## config.mk

```make
export PLATFORM = sky130hd
export DESIGN_NAME = sys_seq_ctrl
export DESIGN_NICKNAME = d
export VERILOG_FILES = /design/src/rtl/sys_seq_ctrl.sv
export SDC_FILE = /design/constraint.sdc
export NUM_CORES = 1
export LEC_CHECK = 0
export CORE_MARGIN = 5
export CORE_UTILIZATION = 68
export DETAILED_ROUTE_END_ITERATION = 6
export DONT_BUFFER_PORTS = 1
export GPL_TIMING_DRIVEN = 0
export PLACE_DENSITY_LB_ADDON = 0.25
export SYNTH_ARGS = -nofsm -noshare
export SYNTH_HDL_FRONTEND = slang
export SYNTH_SLANG_ARGS = --single-unit
```

## constraint.sdc

```tcl
create_clock -name clk -period 5.7 [get_ports clk]
set_input_delay 1.425 -clock clk [delete_from_list [all_inputs] [get_ports clk]]
set_output_delay 1.425 -clock clk [all_outputs]
set_load 0.01 [all_outputs]
```

## src/rtl/sys_seq_ctrl.sv

```systemverilog
// Power-up reset sequencer with programmable strobe dividers and a heartbeat.
// Defining SEQ_STATUS_EN adds the seq_status debug port and the lock-loss counter.

module sys_seq_div #(
   parameter int DIV = 2
) (
   input  logic clk,
   input  logic areset_n,
   output logic pulse
);
   localparam int CW = (DIV > 1) ? $clog2(DIV) : 1;

   logic [CW-1:0] cnt_q, cnt_d;
   logic          pulse_q, pulse_d;

   always_comb begin
      pulse_d = (cnt_q == CW'(DIV - 1));
      cnt_d   = pulse_d ? '0 : cnt_q + CW'(1);
   end

   always_ff @(posedge clk or negedge areset_n) begin
      if (!areset_n) begin
         cnt_q   <= '0;
         pulse_q <= 1'b0;
      end else begin
         cnt_q   <= cnt_d;
         pulse_q <= pulse_d;
      end
   end

   assign pulse = pulse_q;
endmodule

module sys_seq_ctrl #(
   parameter int NUM_STAGE               = 3,
   parameter int STAGE_DLY_CYC           = 10_000,
   parameter int LOCK_FILT_CYC           = 1_000,
   parameter int NUM_STROBE              = 2,
   parameter int STROBE_DIV [NUM_STROBE] = '{250, 100_000},
   parameter int HB_HALF_CYC             = 50_000_000
) (
   input  logic                  clk,
   input  logic                  areset_n,
   input  logic                  pll_locked,
   input  logic                  soft_rst,
   output logic [NUM_STAGE-1:0]  stage_rst,
   output logic                  seq_done,
   output logic [NUM_STROBE-1:0] strobe,
   output logic                  heartbeat
`ifdef SEQ_STATUS_EN
   ,
   output logic [15:0]           seq_status
`endif
);
   localparam int IDX_W = (NUM_STAGE > 1)     ? $clog2(NUM_STAGE)     : 1;
   localparam int DLY_W = (STAGE_DLY_CYC > 1) ? $clog2(STAGE_DLY_CYC) : 1;
   localparam int LCK_W = (LOCK_FILT_CYC > 1) ? $clog2(LOCK_FILT_CYC) : 1;
   localparam int HB_W  = (HB_HALF_CYC > 1)   ? $clog2(HB_HALF_CYC)   : 1;

   typedef enum logic [1:0] {
      S_HOLD  = 2'd0,
      S_STAGE = 2'd1,
      S_RUN   = 2'd2
   } state_t;

   state_t               state_q, state_d;
   logic [IDX_W-1:0]     idx_q, idx_d;
   logic [DLY_W-1:0]     dly_q, dly_d;
   logic [LCK_W-1:0]     lock_cnt_q, lock_cnt_d;
   logic [1:0]           sync_q;
   logic [NUM_STAGE-1:0] stage_rst_q, stage_rst_d;
   logic                 seq_done_q, seq_done_d;
   logic [HB_W-1:0]      hb_cnt_q, hb_cnt_d;
   logic                 hb_q, hb_d;
   logic                 lock_s, abort;

   assign lock_s = sync_q[1];
   assign abort  = !lock_s || soft_rst;

   always_ff @(posedge clk or negedge areset_n) begin
      if (!areset_n) begin
         state_q     <= S_HOLD;
         idx_q       <= '0;
         dly_q       <= '0;
         lock_cnt_q  <= '0;
         sync_q      <= '0;
         stage_rst_q <= '1;
         seq_done_q  <= 1'b0;
      end else begin
         state_q     <= state_d;
         idx_q       <= idx_d;
         dly_q       <= dly_d;
         lock_cnt_q  <= lock_cnt_d;
         sync_q      <= {sync_q[0], pll_locked};
         stage_rst_q <= stage_rst_d;
         seq_done_q  <= seq_done_d;
      end
   end

   always_comb begin
      state_d    = state_q;
      idx_d      = idx_q;
      dly_d      = dly_q;
      lock_cnt_d = lock_cnt_q;
      case (state_q)
         S_HOLD: begin
            if (abort) begin
               lock_cnt_d = '0;
            end else if (lock_cnt_q == LCK_W'(LOCK_FILT_CYC - 1)) begin
               state_d    = S_STAGE;
               lock_cnt_d = '0;
               idx_d      = '0;
               dly_d      = '0;
            end else begin
               lock_cnt_d = lock_cnt_q + LCK_W'(1);
            end
         end
         S_STAGE: begin
            if (abort) begin
               state_d    = S_HOLD;
               idx_d      = '0;
               dly_d      = '0;
               lock_cnt_d = '0;
            end else if (dly_q == DLY_W'(STAGE_DLY_CYC - 1)) begin
               dly_d = '0;
               if (idx_q == IDX_W'(NUM_STAGE - 1)) state_d = S_RUN;
               else                                idx_d   = idx_q + IDX_W'(1);
            end else begin
               dly_d = dly_q + DLY_W'(1);
            end
         end
         S_RUN: begin
            if (abort) begin
               state_d    = S_HOLD;
               idx_d      = '0;
               dly_d      = '0;
               lock_cnt_d = '0;
            end
         end
         default: state_d = S_HOLD;
      endcase
   end

   // Outputs decode the next state so they leave a flop and can never glitch.
   always_comb begin
      stage_rst_d = '1;
      seq_done_d  = 1'b0;
      case (state_d)
         S_STAGE: for (int k = 0; k < NUM_STAGE; k++) stage_rst_d[k] = (k >= int'(idx_d));
         S_RUN: begin
            stage_rst_d = '0;
            seq_done_d  = 1'b1;
         end
         default: ;
      endcase
   end

   assign stage_rst = stage_rst_q;
   assign seq_done  = seq_done_q;

   for (genvar k = 0; k < NUM_STROBE; k++) begin : g_strb
      sys_seq_div #(.DIV(STROBE_DIV[k])) u_div (
         .clk      (clk),
         .areset_n (areset_n),
         .pulse    (strobe[k])
      );
   end

   always_comb begin
      hb_d     = hb_q;
      hb_cnt_d = hb_cnt_q + HB_W'(1);
      if (hb_cnt_q == HB_W'(HB_HALF_CYC - 1)) begin
         hb_cnt_d = '0;
         hb_d     = !hb_q;
      end
   end

   always_ff @(posedge clk or negedge areset_n) begin
      if (!areset_n) begin
         hb_cnt_q <= '0;
         hb_q     <= 1'b0;
      end else begin
         hb_cnt_q <= hb_cnt_d;
         hb_q     <= hb_d;
      end
   end

   assign heartbeat = hb_q;

`ifdef SEQ_STATUS_EN
   logic [10:0] loss_cnt_q, loss_cnt_d;

   always_comb begin
      loss_cnt_d = loss_cnt_q;
      if (state_q != S_HOLD && !lock_s && loss_cnt_q != 11'h7FF)
         loss_cnt_d = loss_cnt_q + 11'd1;
   end

   always_ff @(posedge clk or negedge areset_n) begin
      if (!areset_n) loss_cnt_q <= '0;
      else           loss_cnt_q <= loss_cnt_d;
   end

   assign seq_status = {state_q, 3'(idx_q), loss_cnt_q};
`endif
endmodule

```

* Word level (Yosys, flattened, before mapping)
Cells that the tools add are included.
** Word-level totals
- Logic and storage cells :: 74
- Output and inout port bits :: 7
- Bits of input ports :: 4
- Register bits after elaboration :: 88
** Cells by class
- $add $sub $neg :: 6
- Reductions and logical operators :: 9
- $lt $le $gt $ge :: 3
- Equality and inequality tests :: 14
- Multiplexer cells :: 29
** Operator list (count)
- 14-bit 2-to-1 mux :: 5
- 14-bit one-hot mux with 3 select lines :: 1
- 10-bit 2-to-1 mux :: 3
- 26-bit by 1-bit adder with 26-bit output, second input constant :: 1
- 26-bit equality test, second input constant :: 1
- 26-bit 2-to-1 mux :: 1
- 2-bit 2-to-1 mux :: 12
- 10-bit one-hot mux with 2 select lines :: 1
- 17-bit by 1-bit adder with 17-bit output, second input constant :: 1
- 17-bit equality test, second input constant :: 1
- 17-bit 2-to-1 mux :: 1
- 14-bit by 1-bit adder with 14-bit output, second input constant :: 1
- 14-bit equality test, second input constant :: 1
- 2-bit one-hot mux with 3 select lines :: 2
- 10-bit by 1-bit adder with 10-bit output, second input constant :: 1
- 10-bit equality test, second input constant :: 1
- 8-bit by 1-bit adder with 8-bit output, second input constant :: 1
- 8-bit equality test, second input constant :: 1
- 8-bit 2-to-1 mux :: 1
- 2-bit equality test, second input constant :: 3
- 2-bit inequality test, second input constant :: 3
- 3-bit one-hot mux with 2 select lines :: 1
- 2-bit by 1-bit equality test with 1-bit output, second input constant :: 2
- 1-bit by 2-bit greater-or-equal comparator with 1-bit output, first input constant :: 2
- other kinds (12) :: 13

* Depth between registers and ports, before layout
Gate-level depths: netlist of the first run.
- Depth after elaboration :: 7
- Depth in mapped cells :: 8
- Mapped depth without buffers :: 8

* Hierarchy
From an unflattened synthesis of the first run, not the netlist that was laid out.
** Second synthesis, totals
- Cells, all modules :: 447
- Area total of the unflattened synthesis :: 4490.6 sq um
** By module, submodules not included
- sys_seq_ctrl :: instances 1, seq. area each 1530.2 sq um, area each 3253.1 sq um, cells each 330
- sys_seq_div (g_strb[1].u_div) :: instances 1, seq. area each 450.4 sq um, area each 818.3 sq um, cells each 75
- sys_seq_div (g_strb[0].u_div) :: instances 1, seq. area each 225.2 sq um, area each 419.2 sq um, cells each 42

* Worst setup path before layout of the first run
No wires, ideal clock.
- Path type :: input -> register
- From :: input soft_rst
- To :: register stage_rst_q[2] (netlist: stage_rst[2])
- Required time :: 5.627 ns
- Setup slack :: 2.877 ns
- Stages :: 6
- Buffers on the path :: 0
- Arrival time :: 2.750 ns
- Setup time :: 0.073 ns
- Path through :: nand2b_1 -> nor4_1 -> o221ai_1 -> a22oi_1 -> nor3_1 -> a21oi_1
** On the way
- Longest elaborated chain between the ends :: 5
- Elaborated cells on any way between the ends :: 13
- Classes of those cells :: 1 x order compare; 2 x eq/ne; 9 x mux; 1 x reduce/logical
** RTL lines
- start: declaration :: RTL line 45 : input logic soft_rst,
- 1-bit logical OR * :: RTL line 78 : assign abort = !lock_s || soft_rst;
- 2-bit 2-to-1 mux (on tied branches) :: RTL line 133, 107, 119
- 2-bit one-hot mux with 3 select lines :: RTL line 105 : case (state_q)
- 2-bit greater-or-equal comparator (tied with other cells) :: RTL line 149 : S_STAGE: for (int k = 0; k < NUM_STAGE; k++) stage_rst_d[k] = (k >= int'(idx_d));
- 3-bit one-hot mux with 2 select lines * :: RTL line 148 : case (state_d)
- named net stage_rst_d[2] :: RTL line 71 : logic [NUM_STAGE-1:0] stage_rst_q, stage_rst_d;
- end signal: assignment :: RTL line 95 : stage_rst_q <= stage_rst_d;
- end: declaration :: RTL line 71
Mark *: on every way through the listed nets, which the timed path passes. The rest lies on a longest branch.
A chain may end at the register's enable or synchronous reset.

* Worst setup path after layout of the first run
- From :: input soft_rst
- To :: register dly_q[12]
** On the way
- Longest elaborated chain between the ends :: 3
- Elaborated cells on any way between the ends :: 6
- Classes of those cells :: 2 x eq/ne; 2 x mux; 2 x reduce/logical
** RTL lines
- 1-bit logical OR * :: RTL line 78
- 14-bit 2-to-1 mux or 2-bit inequality test (tied branches)
- 14-bit one-hot mux with 3 select lines or 4-bit AND reduction (tied branches)
- end signal: assignment :: RTL line 92 : dly_q <= dly_d;
- end: declaration :: RTL line 68 : logic [DLY_W-1:0] dly_q, dly_d;
Every way passes the cells marked *; elsewhere a longest branch is shown, timed or not.

==> metrics.txt, run 1 <==
Rows 29; post-route core utilization 73.4%; Critical Path RT 5990 ps; GRT Max-Usage Layer met2; P&R area growth vs syn 6.58%; pwr/cell area 228 mW/mm^2; Num CTS Buffers 9; Synth warnings 0; final wirelength 7580 microns; CTS root buffer clkbuf_8; die footprint 0.00801 sq mm; initial antenna violation count 0; grt met3 use 3.87%; maximum vdd ir drop 0.000187 V; synthesized area per cell 9.81 sq um; r2r worst-path depth 7; post-synth cell types 52; Avg WL per Cell 14.3 microns; die outline height 89.5 microns; Netlist Area Pre-Place 0.00430 sq mm; Final Setup Violations 0; final setup margin 2810 ps; Reg clk slew, reported paths 100 ps; count of final max-slew check failures 0; RR Endpoint dly_q[12]; Rel. slew slack 55.1%; Worst Skew 9.74 ps; Sink Count 88; Startpoint Class input port; CP Class in2reg; post-CTS sizing 0; final count of hold timing violations 0; TritonCTS clock tree built; first drt pass iteration count 4; drt drc 0; register area 0.00221 sq mm; Seq/Total Area, Yosys 51.3%; worst skew pair latency 360 ps; I/O pins 11; Vias 3188; Cell Count, Final, Fillers Out 531; Worst Hold Endpoint sync_q[1]; hold crit path type reg2reg; Die X 89.5 microns; r2r setup slk 3340 ps; largest net degree at the start of global routing 89; first-pass GRT wire length 13600 microns; Hold Crit Start sync_q[0]; clock buffer depth 2; post-CTS setup buffer count 0; area occupied by multi-input gates 0.00200 sq mm; setup TNS 0 ps; global route overflow 0; vias in the first global route 3119; Tot Pwr 0.00104 W; # hold bufs at CTS 0; Cells on Worst Hold Path 0; RSZ-0062 raised after global routing no; Worst Tran Pin Value 673 ps; ANT cells 0; met1 usage 27.0%; max_cap viols 0; Starting Density 68.8%; nets 465; Placer Congestion 0.859; number of H-tree levels 3; CP Max Fanout 10; syn_nets 454; Syn Inst Count 438; number of I/O port buffers 0; fin crit period 2890 ps; Tot GR Track Use 21.8%; core area 0.00624 sq mm; maximum clock frequency 0.346 GHz; pre-CTS setup slack 2420 ps; RR Startpoint lock_cnt_q[0]; outcome finished clean; met2 Usage GRT 37.0%; fill count 448; Static Leak 2.07 nW; register bit count reported by yosys 88; CP arrival 3180 ps; Setup crit end kind flop; DRT antenna net count 0; via-per-instance ratio 6.00; layout cells sized above 1 7.27%; dpl hpwl 5230 microns; period utilisation layout 50.7%; Starting DRT DRC Count 155; placed cell count 515
[where the power goes]
group,internal [W],switching [W],total (W)
Combinational,0.00000191,0.00000337,0.00000528
Clock,0.000168,0.000242,0.000410
Sequential,0.000625,0.00000100,0.000626
[placed cells by master, fill, tap and decap left out, drive strengths merged, types with 2 or more instances in the layout]
cell type  synthesis  routed
clkbuf             6      15
or3                4       4
nor2b              6       6
dfrtp             85      85
nand3             24      24
o22ai              2       2
o21ai             46      46
xnor2             14      14
o31ai              5       5
ha                12      12
inv               13      18
xor2              26      26
dfstp              3       3
and3              23      23
nand2b             4       4
or4                3       3
nand2             45      45
and4               7       7
nor4b              2       2
nor3               7       7
nand4b             4       4
a31oi              3       3
buf                3       3
nand3b             3       3
a21oi              8       8
nor4               6       6
nand4              9       9
a21o               3       3
and2               4       4
nor2              46      46
or4b               2       2
[routing by layer]
metal	vias to the layer above	wire length, microns
met2	39	3750
met1	1571	3490
met3	12	175
li1	1566	-
met4	0	163
met5	-	0
[logic make-up (layout without fill, tap and decap cells)]
kind of cell / Yosys count / after routing / synth area share (%)
buf+inv: 22 / 38 / 2.13
flops: 88 / 88 / 51.3
fa+ha+maj: 12 / 12 / 3.49
simple gates: 201 / 201 / 24.8
compound gates: 75 / 75 / 10.0
xor+xnor: 40 / 40 / 8.15
[metrics by stage]
| step | hold WS, ps | area (sq um) |
|---|---|---|
| after floorplan | 331 | 4300 |
| after global placement | 337 | 4390 |
| after detailed placement | 341 | 4390 |
| after CTS | 363 | 4580 |
| after global routing | 374 | 4580 |
| final | 360 | 4580 |
[Yosys cell counts (all sizes together)]
master | instances | area (sq um)
dfrtp | 85 | 2130
ha | 12 | 150
and4 | 7 | 62.6
and2 | 4 | 26.3
dfstp | 3 | 78.8
nor2b | 6 | 37.5
or3b | 1 | 8.76
inv | 13 | 48.8
nand3b | 3 | 22.5
o211ai | 1 | 7.51
a32oi | 1 | 8.76
nand4b | 4 | 35.0
o21a | 1 | 7.51
o31ai | 5 | 37.5
nor2 | 46 | 175
nand4 | 9 | 56.3
buf | 3 | 20.0
a21o | 3 | 22.5
nand3 | 24 | 120
o21ai | 46 | 230
a211o | 1 | 8.76
o22ai | 2 | 12.5
nor3 | 7 | 40.0
o221ai | 1 | 8.76
or4 | 3 | 26.3
or4b | 2 | 23.8
a311oi | 1 | 8.76
or2 | 1 | 6.26
a21oi | 8 | 43.8
xor2 | 26 | 228
or3 | 4 | 25.0
a31oi | 3 | 18.8
xnor2 | 14 | 123
nand2 | 45 | 169
nor4b | 2 | 17.5
a22oi | 1 | 7.51
and3 | 23 | 145
a22o | 1 | 8.76
nand2b | 4 | 32.5
clkbuf | 6 | 22.5
nor4 | 6 | 37.5
[layout make-up]
cell class / instances / area share [%]
inverters: 13 / 1.07
multi-input cells: 328 / 43.7
flip-flops and latches: 88 / 48.2
clock buffers: 9 / 2.70
clock inverters: 7 / 1.37
well taps: 77 / 2.10
plain buffers: 9 / 0.929
[flip-flops by register name, indices dropped and copies added, names as in the netlist]
signal	count
g_strb.u_div.pulse	2
sync_q	2
lock_cnt_q	10
heartbeat	1
seq_done	1
state_q	2
idx_q	2
g_strb.u_div.cnt_q	25
hb_cnt_q	26
stage_rst	3
dly_q	14
[how the worst max path moves through the flow]
stage | cells past startpoint | startpoint | to
2_1_floorplan | 6 | soft_rst | stage_rst[2]
3_3_place_gp | 6 | soft_rst | dly_q[12]
3_5_place_dp | 6 | soft_rst | dly_q[13]
4_1_cts | 6 | soft_rst | dly_q[12]
5_1_grt | 6 | soft_rst | dly_q[13]
6_report | 6 | soft_rst | dly_q[12]
[worst max-delay path, stage by stage]
cell      delay (ps)
nand2b_1         180
nor4_1           480
a32oi_1          370
nor2_2           430
nand4_1          140
o21ai_0          150
Power figures use the tool's default switching activity.
==> run 2: changes to the inputs <==
CORE_UTILIZATION = 57   (was 68)
clock period = 2.5 ns   (was 5.7 ns; I/O delays follow)
==> metrics.txt, run 2 (synthesis results as in run 1) <==
Rows 31 (was 29); ANT cells 0 (unchanged); cells along the critical path ha_1 -> or4b_2 -> nor4_1 -> and3_1 -> a21o_1 -> nor3_1 -> a21oi_1 (was nand2b_1 -> nor4_1 -> a32oi_1 -> nor2_2 -> nand4_1 -> o21ai_0); RR Startpoint state_q[0] (was lock_cnt_q[0]); CP arrival 2610 ps (was 3180 ps); Reg with most FFs hb_cnt_q (unchanged); P&R area growth vs syn 8.59% (was 6.58%); Hold Worst Slack -39.2 ps (was 360 ps); die footprint 0.00937 sq mm (was 0.00801 sq mm); CP Class reg2reg (was in2reg); RSZ-0062 raised after global routing no (unchanged); final wirelength 7810 microns (was 7580 microns); WP buf/inv 0 (unchanged); Num CTS Buffers 9 (unchanged); nets 466 (was 465); Tot GR Track Use 17.6% (was 21.8%); Sink Count 88 (unchanged); max_cap viols 0 (unchanged); setup TNS 0 ps (unchanged); dpl hpwl 5420 microns (was 5230 microns); maximum vdd ir drop 0.000340 V (was 0.000187 V); core area 0.00729 sq mm (was 0.00624 sq mm); Placer Congestion 0.799 (was 0.859); Worst Tran Pin Value 579 ps (was 673 ps); area occupied by multi-input gates 0.00203 sq mm (was 0.00200 sq mm); fill count 653 (was 448); Die X 96.8 microns (was 89.5 microns); first drt pass iteration count 6 (was 4); CP delay by family, top simple AND/OR/NAND/NOR gates (unchanged); first-pass GRT wire length 13900 microns (was 13600 microns); I/O pins 11 (unchanged); hold crit path type in2async (was reg2reg); Starting Density 58.9% (was 68.8%); commonest non-fill, non-tap cells in the layout dfrtp_1, nor2_1, o21ai_0 (was dfrtp_1, nand2_1, nor2_1, o21ai_0, xor2_1); initial antenna violation count 0 (unchanged); CTS root buffer clkbuf_8 (unchanged); period utilisation layout 94.3%; number of H-tree levels 3 (unchanged); number of I/O port buffers 0 (unchanged); largest net degree at the start of global routing 89 (unchanged); r2r setup slk 140 ps (was 3340 ps); Static Leak 2.11 nW (was 2.07 nW); count of final max-slew check failures 0 (unchanged); Rel. slew slack 61.1% (was 55.1%); CP max-delay cell or4b_2 (was nor4_1); Reg clk slew, reported paths 80 ps (was 100 ps); Setup crit end kind flop (unchanged); worst skew pair latency 350 ps (was 360 ps); Startpoint Class flop (was input port); TritonCTS clock tree built (unchanged); maximum clock frequency 0.424 GHz; pwr/cell area 527 mW/mm^2 (was 228 mW/mm^2); layout cells sized above 1 7.91% (was 7.27%); most common cell after layout, fill and taps aside dfrtp_1 (unchanged); Avg WL per Cell 14.1 microns (was 14.3 microns); CP Max Fanout 4 (was 10); RR Endpoint stage_rst[2] (was dly_q[12]); clock buffer depth 2 (unchanged); vias in the first global route 3081 (was 3119); Vias 3152 (was 3188); outcome finished with violations (was finished clean); global route overflow 0 (unchanged); DRT antenna net count 0 (unchanged); final count of hold timing violations 85 (was 0); biggest regs hb_cnt_q (26), g_strb.u_div.cnt_q (25), dly_q (14) (unchanged); post-route core utilization 64.0% (was 73.4%); failing checks negative hold slack; Critical Path RT 2760 ps (was 5990 ps); drt drc 0 (unchanged); Largest register FFs 26 (unchanged); via-per-instance ratio 5.69 (was 6.00); Starting DRT DRC Count 141 (was 155); fin crit period 2360 ps; register area 0.00221 sq mm (unchanged); Worst Skew 13.1 ps (was 9.74 ps); die outline height 96.8 microns (was 89.5 microns); r2r worst-path depth 7 (unchanged); Final Setup Violations 0 (unchanged); crit-path max cell delay 610 ps (was 480 ps)
run 2: worst max path at each step:
stage / endpoint / start / cells after the start / slack [ps]
final: stage_rst[2] / state_q[0] / 7 / 140
after global placement: dly_q[12] / soft_rst / 6 / 110
after global routing: stage_rst[1] / state_q[0] / 7 / 10
after detailed placement: dly_q[13] / soft_rst / 6 / 70
after CTS: hb_cnt_q[13] / hb_cnt_q[0] / 7 / 150
after floorplan: stage_rst[0] / dly_q[5] / 6 / 340
run 2: area by class of cell:
cell class | instances | area share [%]
sequential | 88 | 47.3
multi-input combinational | 328 | 43.4
clock buffer | 12 | 3.33
tap | 99 | 2.65
clock inverter | 4 | 1.13
inverter | 13 | 1.05
buffer | 9 | 0.965
timing repair buffer | 1 | 0.161
run 2: worst reg2reg max path, stage by stage, from the launching register on:
cell	delay [ps]
dfrtp_1	420
ha_1	260
or4b_2	610
nor4_1	310
and3_1	210
a21o_1	130
nor3_1	80
a21oi_1	260
run 2: repair_timing:
action,CTS,global route
gates resized for setup,0,6
endpoints found under the hold margin,85,85
setup endpoints to repair,0,17
setup buffers,0,1
run 2: routing by layer:
metal	wire length, microns	part of all wire (%)	GRT usage, %	vias up
li1	-	-	-	1567
met1	3630	47	23.3	1537
met2	3890	50	28.5	38
met3	183	2.3	3.09	10
met4	103	1.3	7.45	0
met5	0	0	0	-
run 2: metrics by stage:
step | cell area [sq um] | setup WS [ps] | hold slack [ps] | std cells | total power, W
finish | 4670 | 142 | -39.2 | 554 | 0.00246
global route | 4670 | 14.4 | -66.5 | 554 | 0.00255
CTS | 4630 | 149 | -67.2 | 553 | 0.00249
detailed placement | 4420 | 69.6 | 332 | 537 | 0.00147
global placement | 4420 | 110 | 332 | 537 | 0.00147
floorplan | 4300 | 342 | 329 | 438 | 0.00146
run 2: power by group:
| group | switching (W) | internal [W] |
|---|---|---|
| sequential | 0.00000224 | 0.00143 |
| combinational | 0.00000761 | 0.00000434 |
| clock | 0.000498 | 0.000521 |
==> run 3: changes to the inputs <==
GPL_TIMING_DRIVEN = default   (was 0)
==> metrics.txt, run 3 (synthesis results as in run 1) <==
final wirelength 7680 microns (was 7810 microns); clock buffer depth 2 (unchanged); I/O pins 11 (unchanged); Reg with most FFs hb_cnt_q (unchanged); max_cap viols 0 (unchanged); outcome finished with violations (unchanged); number of H-tree levels 3 (unchanged); largest net degree at the start of global routing 89 (unchanged); Reg clk slew, reported paths 80 ps (about the same); Hold Worst Slack -47.5 ps (was -39.2 ps); ANT cells 0 (unchanged); CP Class reg2reg (unchanged); Setup crit end kind flop (unchanged); hold crit path type in2async (unchanged); Largest register FFs 26 (unchanged); setup TNS 0 ps (unchanged); Rel. slew slack 59.0% (was 61.1%); fill count 640 (was 653); RR Endpoint stage_rst[0] (was stage_rst[2]); commonest non-fill, non-tap cells in the layout dfrtp_1, nor2_1, o21ai_0 (unchanged); Vias 3156 (was 3152); CTS root buffer clkbuf_8 (unchanged); drt drc 0 (unchanged); fin crit period 2320 ps (was 2360 ps); period utilisation layout 92.8% (was 94.3%); P&R area growth vs syn 7.08% (was 8.59%); Worst Tran Pin Value 611 ps (was 579 ps); most common cell after layout, fill and taps aside dfrtp_1 (unchanged); Starting DRT DRC Count 127 (was 141); Startpoint Class flop (unchanged); Static Leak 2.07 nW (was 2.11 nW); number of I/O port buffers 0 (unchanged); CP Max Fanout 6 (was 4); vias in the first global route 3266 (was 3081); global route overflow 0 (unchanged); TritonCTS clock tree built (unchanged); Die X 96.8 microns (unchanged); RSZ-0062 raised after global routing no (unchanged); final count of hold timing violations 85 (unchanged); Rows 31 (unchanged); Num CTS Buffers 9 (unchanged); first-pass GRT wire length 14100 microns (was 13900 microns); count of final max-slew check failures 0 (unchanged); initial antenna violation count 0 (unchanged); pwr/cell area 525 mW/mm^2 (was 527 mW/mm^2); first drt pass iteration count 4 (was 6); Sink Count 88 (unchanged); die footprint 0.00937 sq mm (unchanged); maximum clock frequency 0.431 GHz (was 0.424 GHz); Final Setup Violations 0 (unchanged); maximum vdd ir drop 0.000368 V (was 0.000340 V); DRT antenna net count 0 (unchanged); post-route core utilization 63.1% (was 64.0%); Placer Congestion 0.786 (was 0.799); CP arrival 2620 ps (was 2610 ps); biggest regs hb_cnt_q (26), g_strb.u_div.cnt_q (25), dly_q (14) (unchanged); Starting Density 58.9% (unchanged); r2r worst-path depth 6 (was 7); nets 459 (was 466); failing checks negative hold slack (unchanged); Tot GR Track Use 17.7% (was 17.6%); Avg WL per Cell 14.0 microns (was 14.1 microns); core area 0.00729 sq mm (unchanged); worst skew pair latency 360 ps (was 350 ps); RR Startpoint dly_q[5] (was state_q[0]); Worst Skew 6.81 ps (was 13.1 ps); via-per-instance ratio 5.77 (was 5.69); Critical Path RT 2800 ps (was 2760 ps); die outline height 96.8 microns (unchanged); r2r setup slk 180 ps (was 140 ps); dpl hpwl 5330 microns (was 5420 microns); layout cells sized above 1 7.37% (was 7.91%)
-- run 3: cell types whose count changed in the layout (fill, tap and decap cells not counted), sizes merged --
cell / change
clkinv: +1
clkinvlp: +1
clkbuf: -8
inv: -1
-- run 3: stage by stage --
step / instances / power [W] / worst slack (ps) / instance area [sq um]
2_1_floorplan: 438 / 0.00146 / 342 / 4300
3_3_place_gp: 531 / 0.00147 / 223 / 4400
3_5_place_dp: 531 / 0.00147 / 153 / 4400
4_1_cts: 547 / 0.00245 / 134 / 4600
5_1_grt: 547 / 0.00252 / 3.36 / 4600
6_report: 547 / 0.00242 / 181 / 4600
-- run 3: per-layer routing --
layer,vias up,wire (microns),global-route usage (%)
li1,1551,-,-
met5,-,0,0
met3,9,247,4.53
met4,0,84,5.08
met2,46,3900,31.2
met1,1550,3450,21.3
-- run 3: worst max-delay path, stage by stage (launching register included) --
cell and delay (ps):
dfrtp_1 440, or4b_4 570, or4_4 460, and3_1 180, a211o_1 310, nand2b_4 160
a21oi_2 140
-- run 3: worst max path at each step --
stage	start	cells past startpoint	slack [ps]	to
global route	lock_cnt_q[3]	6	3	dly_q[13]
global placement	dly_q[5]	6	220	dly_q[12]
CTS	dly_q[5]	6	130	dly_q[12]
floorplan	dly_q[5]	6	340	stage_rst[0]
detailed placement	dly_q[5]	6	150	dly_q[12]
finish	dly_q[5]	6	180	stage_rst[0]
-- run 3: cell type report --
cell class              instances  area [sq um]  area share (%)
clock buffers                  11           141            3.07
clock inverters                 5          56.3            1.22
inverters                      13          48.8            1.06
multi-input cells             328          2000            43.5
flip-flops and latches         88          2210            47.9
well taps                      99           124            2.69
repair buffers                  3          22.5           0.490
-- run 3: timing repair --
item,4_1_cts,5_1_grt
gates resized for setup,0,1
buffers inserted,0,0
endpoints found under the hold margin,85,85
endpoints found under the setup margin,0,6
-- run 3: report_power, final --
group	switching [W]	internal (W)
registers	0.00000220	0.00143
logic	0.00000682	0.00000406
clock network	0.000491	0.000488
total	0.000500	0.00192
